File: config.mk
export PLATFORM = sky130hd
export DESIGN_NAME = t08_regfile_sequencer
export DESIGN_NICKNAME = d
export VERILOG_FILES = /design/src/rtl/t08_regfile_sequencer.sv
export SDC_FILE = /design/constraint.sdc
export NUM_CORES = 1
export LEC_CHECK = 0
export ABC_AREA = 1
export BUFFER_PORTS_ARGS = -buffer_cell sky130_fd_sc_hd__buf_2
export CAP_MARGIN = 40
export CORE_MARGIN = 2
export CORE_UTILIZATION = 50
export DETAILED_ROUTE_END_ITERATION = 10
export HOLD_SLACK_MARGIN = 0.05
export PLACE_DENSITY = 0.88
export SYNTH_ARGS = -nofsm -noshare
export SYNTH_HDL_FRONTEND = slang
export SYNTH_SLANG_ARGS = --single-unit
File: constraint.sdc
create_clock -name clk -period 2.17 [get_ports clk]
set_clock_uncertainty 0.05 [all_clocks]
set_input_delay 0.217 -clock clk [delete_from_list [all_inputs] [get_ports clk]]
set_output_delay 0.217 -clock clk [all_outputs]
set_load 0.02 [all_outputs]
File: src/rtl/t08_regfile_sequencer.sv
// Multi-cycle access controller for the t08 register file: reads the source
// operands, waits for writeback data, then issues a single write cycle.
module t08_regfile_sequencer #(
  parameter int READ_LAT   = 1,
  parameter int WB_TIMEOUT = 16
) (
  input  logic       clk,
  input  logic       nRst,
  input  logic       req_valid,
  output logic       req_ready,
  input  logic [4:0] req_rs1,
  input  logic [4:0] req_rs2,
  input  logic [4:0] req_rd,
  input  logic       req_use_rs1,
  input  logic       req_use_rs2,
  input  logic       req_wb_en,
  input  logic [1:0] req_wb_src,
  input  logic       wb_data_ready,
  input  logic       flush,
  output logic [4:0] address_r1,
  output logic [4:0] address_r2,
  output logic [4:0] address_rd,
  output logic       en_read_1,
  output logic       en_read_2,
  output logic       en_write,
  output logic [1:0] data_in_control,
  output logic       operands_valid,
  output logic       done,
  output logic       err,
  output logic       busy
);

  typedef enum logic [1:0] {IDLE, READ, WAIT_RES, WRITE} state_t;

  localparam logic [2:0] READ_LAST = 3'(READ_LAT - 1);
  localparam logic [7:0] TO_LAST   = 8'(WB_TIMEOUT - 1);

  state_t     state, state_next;
  logic [4:0] rs1_q, rs2_q, rd_q;
  logic       use_rs1_q, use_rs2_q, wb_en_q;
  logic [1:0] wb_src_q;
  logic [2:0] read_cnt;
  logic [7:0] wait_cnt;
  logic       done_q, err_q, done_next, err_next;

  always_ff @(posedge clk or negedge nRst) begin
    if (!nRst) begin
      state     <= IDLE;
      rs1_q     <= '0;
      rs2_q     <= '0;
      rd_q      <= '0;
      use_rs1_q <= 1'b0;
      use_rs2_q <= 1'b0;
      wb_en_q   <= 1'b0;
      wb_src_q  <= '0;
      read_cnt  <= '0;
      wait_cnt  <= '0;
      done_q    <= 1'b0;
      err_q     <= 1'b0;
    end else begin
      state  <= state_next;
      done_q <= done_next;
      err_q  <= err_next;
      if (state == IDLE && req_valid) begin
        rs1_q     <= req_rs1;
        rs2_q     <= req_rs2;
        rd_q      <= req_rd;
        use_rs1_q <= req_use_rs1;
        use_rs2_q <= req_use_rs2;
        wb_en_q   <= req_wb_en;
        wb_src_q  <= req_wb_src;
      end
      // Counters restart on every state change so each state times itself.
      if (state_next != state) begin
        read_cnt <= '0;
        wait_cnt <= '0;
      end else begin
        read_cnt <= read_cnt + 3'd1;
        if (wait_cnt != 8'hFF)
          wait_cnt <= wait_cnt + 8'd1;
      end
    end
  end

  always_comb begin
    state_next = state;
    done_next  = 1'b0;
    err_next   = 1'b0;
    case (state)
      IDLE:
        if (req_valid)
          state_next = READ;
      READ:
        if (flush)
          state_next = IDLE;
        else if (read_cnt == READ_LAST) begin
          if (wb_src_q == 2'd3) begin
            state_next = IDLE;
            err_next   = 1'b1;
          end else if (!wb_en_q || rd_q == 5'd0) begin
            state_next = IDLE;
            done_next  = 1'b1;
          end else if (wb_src_q == 2'd1)
            state_next = WRITE;
          else
            state_next = WAIT_RES;
        end
      // flush beats ready, and ready beats timeout expiry in the same cycle.
      WAIT_RES:
        if (flush)
          state_next = IDLE;
        else if (wb_data_ready)
          state_next = WRITE;
        else if (wait_cnt == TO_LAST) begin
          state_next = IDLE;
          err_next   = 1'b1;
        end
      WRITE:
        state_next = IDLE;
      default:
        state_next = IDLE;
    endcase
  end

  always_comb begin
    req_ready       = (state == IDLE);
    busy            = (state != IDLE);
    address_r1      = '0;
    address_r2      = '0;
    address_rd      = '0;
    en_read_1       = 1'b0;
    en_read_2       = 1'b0;
    en_write        = 1'b0;
    data_in_control = '0;
    operands_valid  = 1'b0;
    done            = done_q | (state == WRITE);
    err             = err_q;
    case (state)
      READ: begin
        address_r1     = rs1_q;
        address_r2     = rs2_q;
        en_read_1      = use_rs1_q;
        en_read_2      = use_rs2_q;
        operands_valid = (read_cnt == READ_LAST);
      end
      WAIT_RES: begin
        address_rd      = rd_q;
        data_in_control = wb_src_q;
      end
      WRITE: begin
        en_write        = 1'b1;
        address_rd      = rd_q;
        data_in_control = wb_src_q;
      end
      default: ;
    endcase
  end

endmodule

Word-level counts from Yosys, hierarchy flattened
Cells that the tools add are included.
{"block": "totals", "register_bits": 35, "inputBits": 25, "elab_cells": 65}
{"block": "op_classes", "n_addsub": 2, "eq_ne": 8, "n_mux": 33, "bitwise_logic": 1, "reduce_logical": 9}
{"cell": "$mux 2", "count": 9}
{"cell": "$mux 1", "count": 16}
{"cell": "$mux 8", "count": 2}
{"cell": "$mux 5", "count": 3}
{"cell": "$add 8x1->8 const B", "count": 1}
{"cell": "$eq 8x4->1 const B", "count": 1}
{"cell": "$ne 8x8->1 const B", "count": 1}
{"cell": "$pmux 2 s4", "count": 1}
{"cell": "$eq 2x2->1 const B", "count": 3}
{"cell": "$logic_not 5->1", "count": 1}
{"cell": "$eq 2x1->1 const B", "count": 2}
{"cell": "$reduce_bool 2->1", "count": 2}
{"cell": "$add 3x1->3 const B", "count": 1}
{"cell": "$logic_not 3->1", "count": 1}
{"cell": "$mux 3", "count": 1}
{"cell": "$logic_not 2->1", "count": 1}
{"cell": "$ne 2x2->1", "count": 1}
{"cell": "$pmux 1 s2", "count": 1}
{"cell": "$reduce_or 2->1", "count": 1}
{"cell": "$logic_and 1x1->1", "count": 1}
{"cell": "$logic_not 1->1", "count": 1}
{"cell": "$logic_or 1x1->1", "count": 1}
{"cell": "$or 1x1->1", "count": 1}

Longest topological paths before layout
Gate-level depths: netlist of the first run.
{"block": "depth", "word_depth": 9, "ltp_mapped": 15, "depth_no_buf": 14}

Worst setup path before layout of the first run
Ideal clock, no wire load.
{"block": "synth_timing", "path_type": "register to register", "start": "reg state[1]", "end": "reg read_cnt[0]", "setup_ns": 0.071, "arrival_ns": 1.750, "slack_ns": 0.299, "path_stages_with_launch": 11, "synth_period_minus_slack_ns": 1.871, "path_cell_list": "dfrtp_1 inv_1 ha_1 inv_1 or2_2 nand3_1 nand2_1 inv_1 nand2_2 buf_6 nor2_1"}
{"element": "from (decl)", "line_no": "38", "rtl": "state_t state, state_next;"}
{"element": "from (signal assigned)", "line_no": "61", "rtl": "state <= state_next;"}
{"element": "$logic_not 2->1"}
{"element": "via req_ready", "line_no": "10", "rtl": "output logic req_ready,"}
{"element": "$pmux 2 s4", "line_no": "89", "rtl": "case (state)"}
{"element": "$ne 2x2->1", "line_no": "74", "rtl": "if (state_next != state) begin"}
{"element": "$mux 3", "line_no": "74"}
{"element": "to (signal assigned)", "line_no": "78", "rtl": "read_cnt <= read_cnt + 3'd1;"}
{"element": "to (decl)", "line_no": "42", "rtl": "logic [2:0] read_cnt;"}
The timed path passes the listed nets, and every way through them passes these cells.
A chain may end at the register's enable or synchronous reset.

Final worst setup path of the first run
{"block": "layout_timing", "start": "reg state[0]", "end": "out address_rd[2]"}
{"block": "layout_via", "elab_chain_cells": 3}
{"element": "$eq 2x2->1", "line_no": "138", "rtl": "case (state)"}
{"element": "$reduce_or 2->1 (no line) (*)"}
{"element": "$mux 5 (*)", "line_no": "138"}
{"element": "to (decl)", "line_no": "22", "rtl": "output logic [4:0] address_rd,"}
Mark *: on every way between the ends. The rest lies on a longest branch, timed or not.

==> reports/metrics.yaml, run 1 <==
status:
  status: "completed"
sta:
  worst_slew_pin_slew_ps: 744
  relSlewSlack_pct: 50.4
  final_hold_viol_count: 0
  finalSetupViolCount: 0
  final.setup.tns_ps: 0
  rsz0062_at_grt: "no"
  holdWs_ps: 63.5
  slew_violations: 0
  final.min_clock_period_ps: 2000
  finalCritPeriodShare_pct: 92.0
  max_clock_freq_mhz: 501
cts:
  cts_made_buffers: 5
  clk_latency_ps: 340
  clock-root-buffer: "clkbuf_4"
  cts_sinks: 35
  path_clk_slew_ps: 110
  cts_tree: "done"
  clockBufferDepth: 2
  htreeDepth: 2
floorplan:
  start_util_pct: 53.4
  pin_count: 50
  core_sq_um: 3420
  rows: 21
  dieWidth_microns: 64.4
  die_h_microns: 64.4
  die_area_sq_um: 4140
placed_design:
  io_buffer_count: 49
  dp.final_hpwl_mm: 2.75
  gp_congestion: 0.902
  dp_cells: 310
logic_synthesis:
  netlist.area_leader.share_pct: 48.0
  syn_area_sq_um: 1820
  syn-num-nets: 249
  synthCells: 217
  synthTopCellsByArea: "dfrtp_1 (48%), nand2_1 (8.9%), inv_1 (8.0%), mux2_2 (8.0%), nor2_1 (6.8%)"
  synth.largest_area_cell: "dfrtp_1"
  synth_cell_types: 25
  ys_seq_area_share_pct: 48.0
  synth-seq-cells: 35
  ys_warn_count: 0
  synth_area_per_cell_sq_um: 8.40
pwr:
  peakVddDrop_mv: 0.741
  power_density_nw_per_um2: 1180
  p_total_w: 0.00270
  leakage_nw: 1.29
drt:
  first_pass_iters: 4
  wl_per_cell_microns: 11.6
  drc: 0
  wl_mm: 3.82
  num_vias: 1589
  routed_via_density: 4.83
  ant_nets: 0
  drt_iter0_markers: 55
finish:
  multi_input_area_sq_um: 776
  final_cells: 329
  final_core_util_pct: 66.8
  n_fill_cell: 291
  nNetsFinal: 314
  seq_area_sq_um: 876
  diodes: 0
  drive_gt1_share_pct: 28.6
  layout-area-overhead-vs-synth_pct: 25.2
global_route:
  grt_pass1_wl_mm: 6.72
  antenna_found_initial: 0
  grt_start_max_net_pins: 36
  gr-total-overflow: 0
  grt_usage_pct: 21.2
  first_global_vias: 1665
critical_path:
  start_kind: "register"
  critical_path_class: "register to output pin"
  crit_required_ps: 1900
  critPathMaxFanout: 7
  crit_path_end_kind: "output pin"
  cp_data_arrival_time_ps: 1730
  r2r_cells: 12
hold_path:
  hp-class: "input port to register"
  whs_path_depth: 3
flow_run:
  cap_viol_max_count: 0
synth_stat cells:
| library cell | number |
|---|---|
| a211oi_1 | 1 |
| buf_2 | 1 |
| mux2_2 | 13 |
| nand2_1 | 43 |
| xnor2_1 | 2 |
| and2_1 | 1 |
| or2_2 | 2 |
| ha_1 | 7 |
| inv_1 | 39 |
| clkbuf_1 | 2 |
| xor2_1 | 3 |
| nor4_2 | 1 |
| nand4_1 | 1 |
| o22ai_1 | 1 |
| nor2_1 | 33 |
| a21oi_1 | 7 |
| o21ai_0 | 7 |
| dfrtp_1 | 35 |
| nor3_2 | 1 |
| nand3_1 | 9 |
| nor3_1 | 3 |
| nor2_2 | 1 |
| inv_2 | 1 |
| buf_6 | 1 |
| nand2_2 | 2 |
final timing paths:
path / startpoint / to / slack (ps)
worst max-delay path: state[0] / address_rd[2] / 170
worst min-delay path: req_rd[2] / rd_q[2] / 60
worst max register to register: wait_cnt[0] / wait_cnt[4] / 360
worst min register to register: wb_en_q / done_q / 450
max in group asynchronous: nRst / rs2_q[1] / 1170
min in group asynchronous: nRst / wait_cnt[0] / 420
logic make-up (layout without fill, tap and decap cells):
family,after synthesis,count (layout),share of synthesized area (%)
compound gates,16,16,4.60
flops,35,35,48.0
buf+inv,44,110,9.54
mux,13,13,8.03
fa+ha+maj,7,7,4.80
xor+xnor,5,5,2.40
simple gates,97,97,22.6
worst max-delay path: stages, from the launching register on:
cell and delay, ps:
dfrtp_1 460, inv_1 130, ha_1 260, nor2_2 280
nor2_1 90, buf_2 170
power by group:
part	total (W)	switching, W	internal (W)
clock	0.000336	0.000216	0.000120
combinational	0.00131	0.000814	0.000500
sequential	0.00105	0.000154	0.000894
total	0.00270	0.00118	0.00151
cell type report:
| type | instances | area share (%) |
|---|---|---|
| well taps | 46 | 2.52 |
| inverters | 40 | 6.58 |
| clock inverters | 3 | 0.658 |
| repair buffers | 62 | 16.2 |
| clock buffers | 5 | 1.64 |
| flip-flops and latches | 35 | 38.4 |
| multi-input cells | 138 | 34.0 |
what timing repair did:
item / 4_1_cts / 5_1_grt
endpoints found under the setup margin: 0 / 7
hold buffers: 11 / 0
endpoints found under the hold margin: 45 / 0
resized for setup: 0 / 1
buffers inserted: 0 / 0
flip-flops by register name, indices dropped and copies added, names as in the netlist:
register / cells
rs1_q: 5
wb_src_q: 2
rs2_q: 5
done_q: 1
rd_q: 5
wait_cnt: 8
read_cnt: 3
state: 2
wb_en_q: 1
err: 1
use_rs2_q: 1
use_rs1_q: 1
stage by stage:
stage | setup WS, ps | instance area [sq um]
final | 174 | 2280
after detailed placement | 378 | 2120
after floorplan | 299 | 1820
after CTS | 37.7 | 2280
after global placement | 438 | 2120
after global routing | 42.9 | 2280
routing by layer:
layer | global-route usage (%) | up-vias | routed length [microns]
li1 | - | 795 | -
met1 | 23.1 | 739 | 1590
met2 | 37.2 | 47 | 1950
met3 | 4.75 | 8 | 218
met4 | 12.8 | 0 | 63
met5 | 0 | - | 0
placed cells by master (no fill, tap or decap):
| master | n |
|---|---|
| clkbuf_4 | 5 |
| nor3_1 | 3 |
| nand4_1 | 1 |
| inv_2 | 1 |
| ha_1 | 7 |
| dfrtp_1 | 35 |
| nand2_2 | 2 |
| o22ai_1 | 1 |
| buf_4 | 2 |
| nand2_1 | 43 |
| buf_2 | 49 |
| nor4_2 | 1 |
| a21oi_1 | 7 |
| o21ai_0 | 7 |
| and2_1 | 1 |
| nor2_1 | 32 |
| dlygate4sd3_1 | 11 |
| nand3_1 | 9 |
| mux2_2 | 13 |
| xor2_1 | 3 |
| nor2_2 | 2 |
| xnor2_1 | 2 |
| inv_1 | 39 |
| a211oi_1 | 1 |
| clkinv_2 | 3 |
| nor3_2 | 1 |
| or2_2 | 2 |
Power figures use the tool's default switching activity.
==> run 2: changes to the inputs <==
--- a/config.mk
+++ b/config.mk
@@ -5,7 +5,7 @@
 export SDC_FILE = /design/constraint.sdc
 export NUM_CORES = 1
 export LEC_CHECK = 0
-export ABC_AREA = 1
+export ABC_AREA = 0
 export BUFFER_PORTS_ARGS = -buffer_cell sky130_fd_sc_hd__buf_2
 export CAP_MARGIN = 40
 export CORE_MARGIN = 2
==> run 2 against run 1 <==
Net effect: clock power is 4% higher; global-route usage grew 1.4 points; fmax decreased by 2.7%; first-iteration DRC count rose to 2.9 times the previous value; total power increased by 11%; non-clock buffer count rose by 11; sequential cell count unchanged; largest power group unchanged; critical path depth increased by 3; register-to-register slack lost 240 ps; area after synthesis grew 0.48%; core utilization increased by 3.5 points.
==> reports/metrics.yaml, run 2 <==
finish:
  drive_gt1_share_pct: 41.9
  top_register: "wait_cnt"
  n_fill_cell: 250
  layout_common_cells: "buf_2 (49), dfrtp_1 (34), mux2_2 (20)"
  nNetsFinal: 268
  final_common_cell: "buf_2"
  layout-area-overhead-vs-synth_pct: 31.1
  largest_reg_flops: 8
  diodes: 0
logic_synthesis:
  synth.largest_area_cell: "dfrtp_1"
  synthCells: 161
  synth-seq-cells: 35
  synth_edf_count: 0
  synth_async_sr_flop_share_pct: 100
  synth_cell_types: 43
  ys_seq_area_share_pct: 47.8
  synth_ff_type: "dfrtp_1"
  ys_top_cells_by_count: "dfrtp_1 (35), mux2_2 (20), and2_1 (12), nor3_1 (9)"
  synth_area_per_cell_sq_um: 11.4
  netlist.area_leader.share_pct: 47.8
  synth_most_common_cell: "dfrtp_1"
  ys_warn_count: 0
  synthTopCellsByArea: "dfrtp_1 (48%), mux2_2 (12%), ha_1 (4.8%), and2_1 (4.1%), nor3_1 (2.5%)"
  syn-num-nets: 193
  syn_area_sq_um: 1830
sta:
  final.min_clock_period_ps: 2050
  slew_violations: 0
  finalSetupViolCount: 0
  relSlewSlack_pct: 50.6
  worst_slew_pin_slew_ps: 741
  rsz0062_at_grt: "no"
  final.setup.tns_ps: 0
  final_hold_viol_count: 0
  finalCritPeriodShare_pct: 94.6
  finalWorstSetupSlack_ps: 117
  max_clock_freq_mhz: 487
  holdWs_ps: 69.9
critical_path:
  critical_path_class: "register to register"
  crit_path_end_kind: "register"
  cp_data_arrival_time_ps: 2240
  start_kind: "register"
  crit_required_ps: 2360
  r2r_cells: 8
  critPathMaxFanout: 8
drt:
  wl_per_cell_microns: 14.8
  ant_nets: 0
  first_pass_iters: 4
  wl_mm: 4.16
  drc: 0
  num_vias: 1503
  drt_iter0_markers: 161
  routed_via_density: 5.33
global_route:
  first_global_vias: 1544
  antenna_found_initial: 0
  gr-total-overflow: 0
  gr-usage-met2_pct: 36.2
  grt_start_max_net_pins: 36
  grt_usage_pct: 22.6
  busiest_layer: "met2"
  grt_pass1_wl_mm: 7.25
  grtUsageMet3_pct: 6.42
  use_met1_pct: 29.9
placed_design:
  post-place-ws_ps: -30.5
  dp.final_hpwl_mm: 2.81
  io_buffer_count: 49
  gp_congestion: 0.932
status:
  status: "completed"
cts:
  cts_tree: "done"
  clockBufferDepth: 2
  clock-root-buffer: "clkbuf_4"
  path_clk_slew_ps: 100
  cts_made_buffers: 5
  clk_latency_ps: 330
  cts_sinks: 35
  htreeDepth: 2
flow_run:
  cap_viol_max_count: 0
pwr:
  power_density_nw_per_um2: 1250
  leakage_nw: 1.16
  peakVddDrop_mv: 0.750
floorplan:
  rows: 21
  die_area_sq_um: 4160
  core_sq_um: 3420
  pin_count: 50
  die_h_microns: 64.5
  dieWidth_microns: 64.5
  start_util_pct: 53.6
hold_path:
  hp-class: "input port to register"
  whs_path_depth: 2
## run 2: cell count changes in the layout (fill, tap and decap cells not counted), sizes merged, moves of 4 or more
cell	delta
and2	+12
a21oi	-4
nor2b	+7
nand3	-5
buf	+10
inv	-34
o21ai	-4
mux2	+7
nand2	-41
and3	+4
nor3	+5
nor2	-29
## run 2: routing by layer
| layer | up-vias | wire, microns |
|---|---|---|
| li1 | 730 | - |
| met1 | 702 | 1900 |
| met2 | 67 | 1940 |
| met3 | 4 | 299 |
| met4 | 0 | 24 |
| met5 | - | 0 |
## run 2: power by group
part	switching, W	internal, W
combinational	0.000808	0.000732
clock	0.000201	0.000150
sequential	0.000193	0.000922
## run 2: cell families after synthesis
logic type,Yosys count,synth area share [%]
simple gates,62,20.7
flops,35,47.8
mux,21,12.8
compound gates,20,8.81
buf+inv,11,2.66
fa+ha+maj,7,4.78
xor+xnor,5,2.39
## run 2: critical path, stage by stage (launching register included)
cell      delay, ps
dfrtp_2         470
inv_1           140
ha_2            250
nor2_1          100
a32oi_1         200
o221a_2         240
o211ai_4        110
buf_4           160
nor4b_4         250
## run 2: area by class of cell
| cell class | count | area (sq um) | share of cell area (%) |
|---|---|---|---|
| clock buffer | 6 | 51.3 | 2.14 |
| clock inverter | 1 | 5.00 | 0.208 |
| inverter | 6 | 22.5 | 0.938 |
| sequential | 35 | 877 | 36.5 |
| tap | 46 | 57.6 | 2.40 |
| timing repair buffer | 73 | 455 | 19.0 |
| multi-input combinational | 115 | 933 | 38.9 |
## run 2: through the flow
step,total power [W],cell area [sq um],cells,utilization [%]
after global placement,0.00251,2190,262,64.2
final,0.00301,2400,282,70.3
after detailed placement,0.00256,2190,262,64.2
after CTS,0.00294,2360,280,69.1
after floorplan,0.00210,1830,161,-
after global routing,0.00323,2400,282,70.3
## run 2: what timing repair did
item | 4_1_cts | 5_1_grt
pin swaps | 0 | 1
resized for setup | 2 | 6
hold buffers | 11 | 1
endpoints found under the hold margin | 45 | 1
setup endpoints to repair | 1 | 10
setup buffers | 0 | 1
## run 2: final timing paths
kind	start	endpoint	slack, ps
max reg2reg	state[0]	wait_cnt[6]	120
max in group asynchronous	nRst	state[0]	1140
min	req_rs1[2]	rs1_q[2]	70
min reg2reg	read_cnt[0]	read_cnt[0]	440
max	state[0]	wait_cnt[6]	120
min in group asynchronous	nRst	state[0]	430
==> run 3: changes to the inputs <==
--- a/config.mk
+++ b/config.mk
@@ -10,6 +10,8 @@
 export CAP_MARGIN = 40
 export CORE_MARGIN = 2
 export CORE_UTILIZATION = 50
+export CTS_BUF_LIST = sky130_fd_sc_hd__clkbuf_8
+export CTS_CLUSTER_DIAMETER = 100
 export DETAILED_ROUTE_END_ITERATION = 10
 export HOLD_SLACK_MARGIN = 0.05
 export PLACE_DENSITY = 0.88
==> run 3 against run 2 <==
Net effect: count of clock-buffer cells in the layout did not move; largest cell class unchanged; clock power rose by 32%; critical path depth did not move; setup slack got worse by 9.4 ps; total power rose by 2.3%; core utilization fell by 2.5 points.
==> reports/metrics.yaml, run 3 (same netlist as run 2, synthesis figures left out) <==
status:
  status: "completed"
drt:
  wl_mm: 3.79
  num_vias: 1502
  drc: 0
  first_pass_iters: 5
  drt_iter0_markers: 141
  ant_nets: 0
  routed_via_density: 5.54
  wl_per_cell_microns: 14.0
floorplan:
  dieWidth_microns: 64.5
  die_area_sq_um: 4160
  die_h_microns: 64.5
  pin_count: 50
  core_sq_um: 3420
  start_util_pct: 53.6
  rows: 21
placed_design:
  dp.final_hpwl_mm: 2.81
  gp_congestion: 0.932
  post-place-ws_ps: -30.5
  io_buffer_count: 49
critical_path:
  critPathMaxFanout: 8
  cp_data_arrival_time_ps: 2200
  r2r_slack_ps: 110
  start_kind: "register"
  worstReg2RegEnd: "wait_cnt[6]"
  r2r-start: "state[0]"
  critical_path_class: "register to register"
  startpoint: "state[0]"
  crit_required_ps: 2310
  r2r_cells: 8
  crit_path_end_kind: "register"
  endpoint: "wait_cnt[6]"
finish:
  drive_gt1_share_pct: 43.1
  final_common_cell: "buf_2"
  layout-area-overhead-vs-synth_pct: 26.4
  n_fill_cell: 269
  largest_reg_flops: 8
  layout_common_cells: "buf_2 (49), dfrtp_1 (34), mux2_2 (20), and2_1 (12), buf_4 (12)"
  nNetsFinal: 257
  top_register: "wait_cnt"
  diodes: 0
sta:
  max_clock_freq_mhz: 485
  final_hold_viol_count: 0
  slew_violations: 0
  relSlewSlack_pct: 51.1
  finalCritPeriodShare_pct: 95.0
  worst_slew_pin_slew_ps: 734
  final.min_clock_period_ps: 2060
  holdWs_ps: 110
  finalSetupViolCount: 0
  rsz0062_at_grt: "no"
  finalWorstSetupSlack_ps: 108
global_route:
  gr-total-overflow: 0
  first_global_vias: 1471
  grt_usage_pct: 20.7
  antenna_found_initial: 0
  grt_start_max_net_pins: 36
  grt_pass1_wl_mm: 6.64
hold_path:
  hp-class: "input port to register"
  whs_path_depth: 2
cts:
  cts_sinks: 35
  clock-root-buffer: "clkbuf_8"
  path_clk_slew_ps: 70
  htreeDepth: 2
  cts_made_buffers: 5
  clk_latency_ps: 280
  clockBufferDepth: 2
  cts_tree: "done"
pwr:
  p_sw_share_pct: 38.6
  leakage_nw: 1.12
  power_density_nw_per_um2: 1330
  p_comb_share_pct: 49.1
  peakVddDrop_mv: 1.07
  p_seq_share_pct: 35.8
  p_clk_share_pct: 15.1
  p_sw_w: 0.00119
  cell_internal_pwr_w: 0.00189
flow_run:
  cap_viol_max_count: 0
## run 3: cell count changes in the layout (fill, tap and decap cells not counted)
| cell | previous run | this run |
|---|---|---|
| ha_2 | 2 | 1 |
| clkbuf_8 | 1 | 6 |
| clkbuf_4 | 5 | 0 |
| dlygate4sd3_1 | 12 | 1 |
| nor3_1 | 8 | 9 |
| ha_1 | 5 | 6 |
| nor3_2 | 1 | 0 |
## run 3: critical path, stage by stage (launching register included)
cell	delay [ps]
dfrtp_2	460
inv_1	140
ha_2	250
nor2_1	100
a32oi_1	220
o221a_2	250
o211ai_4	110
buf_4	160
nor4b_4	250
## run 3: metrics by stage
step / instance area (sq um) / std cells / utilization [%] / power, W / setup TNS, ps
global route: 2320 / 271 / 67.8 / 0.00330 / 0
floorplan: 1830 / 161 / - / 0.00210 / 0
finish: 2320 / 271 / 67.8 / 0.00307 / 0
CTS: 2290 / 270 / 67.1 / 0.00304 / 0
global placement: 2190 / 262 / 64.2 / 0.00251 / 0
detailed placement: 2190 / 262 / 64.2 / 0.00256 / -30.5
## run 3: power groups by stage
stage	sequential, W	clock (W)	combinational (W)
6_report	0.00110	0.000464	0.00151
5_1_grt	0.00115	0.000502	0.00165
4_1_cts	0.00110	0.000477	0.00146
3_5_place_dp	0.00111	0	0.00145
3_3_place_gp	0.00109	0	0.00143
2_1_floorplan	0.00105	0	0.00104
## run 3: worst min path at each step
stage | startpoint | end | slack (ps)
2_1_floorplan | nRst | done_q | -130
3_3_place_gp | nRst | err | 290
3_5_place_dp | nRst | err | 280
4_1_cts | req_rs2[4] | rs2_q[4] | 100
5_1_grt | req_rs1[0] | rs1_q[0] | 100
6_report | req_rs2[4] | rs2_q[4] | 110
## run 3: metal layers
layer  up-vias  global-route usage, %  routed length (microns)
li1        710                      -                        -
met5         -                      0                        0
met2        74                   32.0                     1680
met4         0                   9.04                       63
met3         5                   6.08                      294
met1       713                   27.0                     1750
## run 3: final cells by class
class,count,area [sq um],share of cell area (%)
multi-input combinational,115,926,40.0
sequential,35,877,37.9
timing repair buffer,62,345,14.9
clock buffer,6,82.6,3.57
tap,46,57.6,2.49
inverter,6,22.5,0.972
clock inverter,1,5.00,0.216
## run 3: what timing repair did
item,4_1_cts,5_1_grt
setup endpoints to repair,1,9
resized for setup,1,5
buffers inserted,0,1
pin swaps,0,2
hold buffers,1,0
endpoints found under the hold margin,35,0
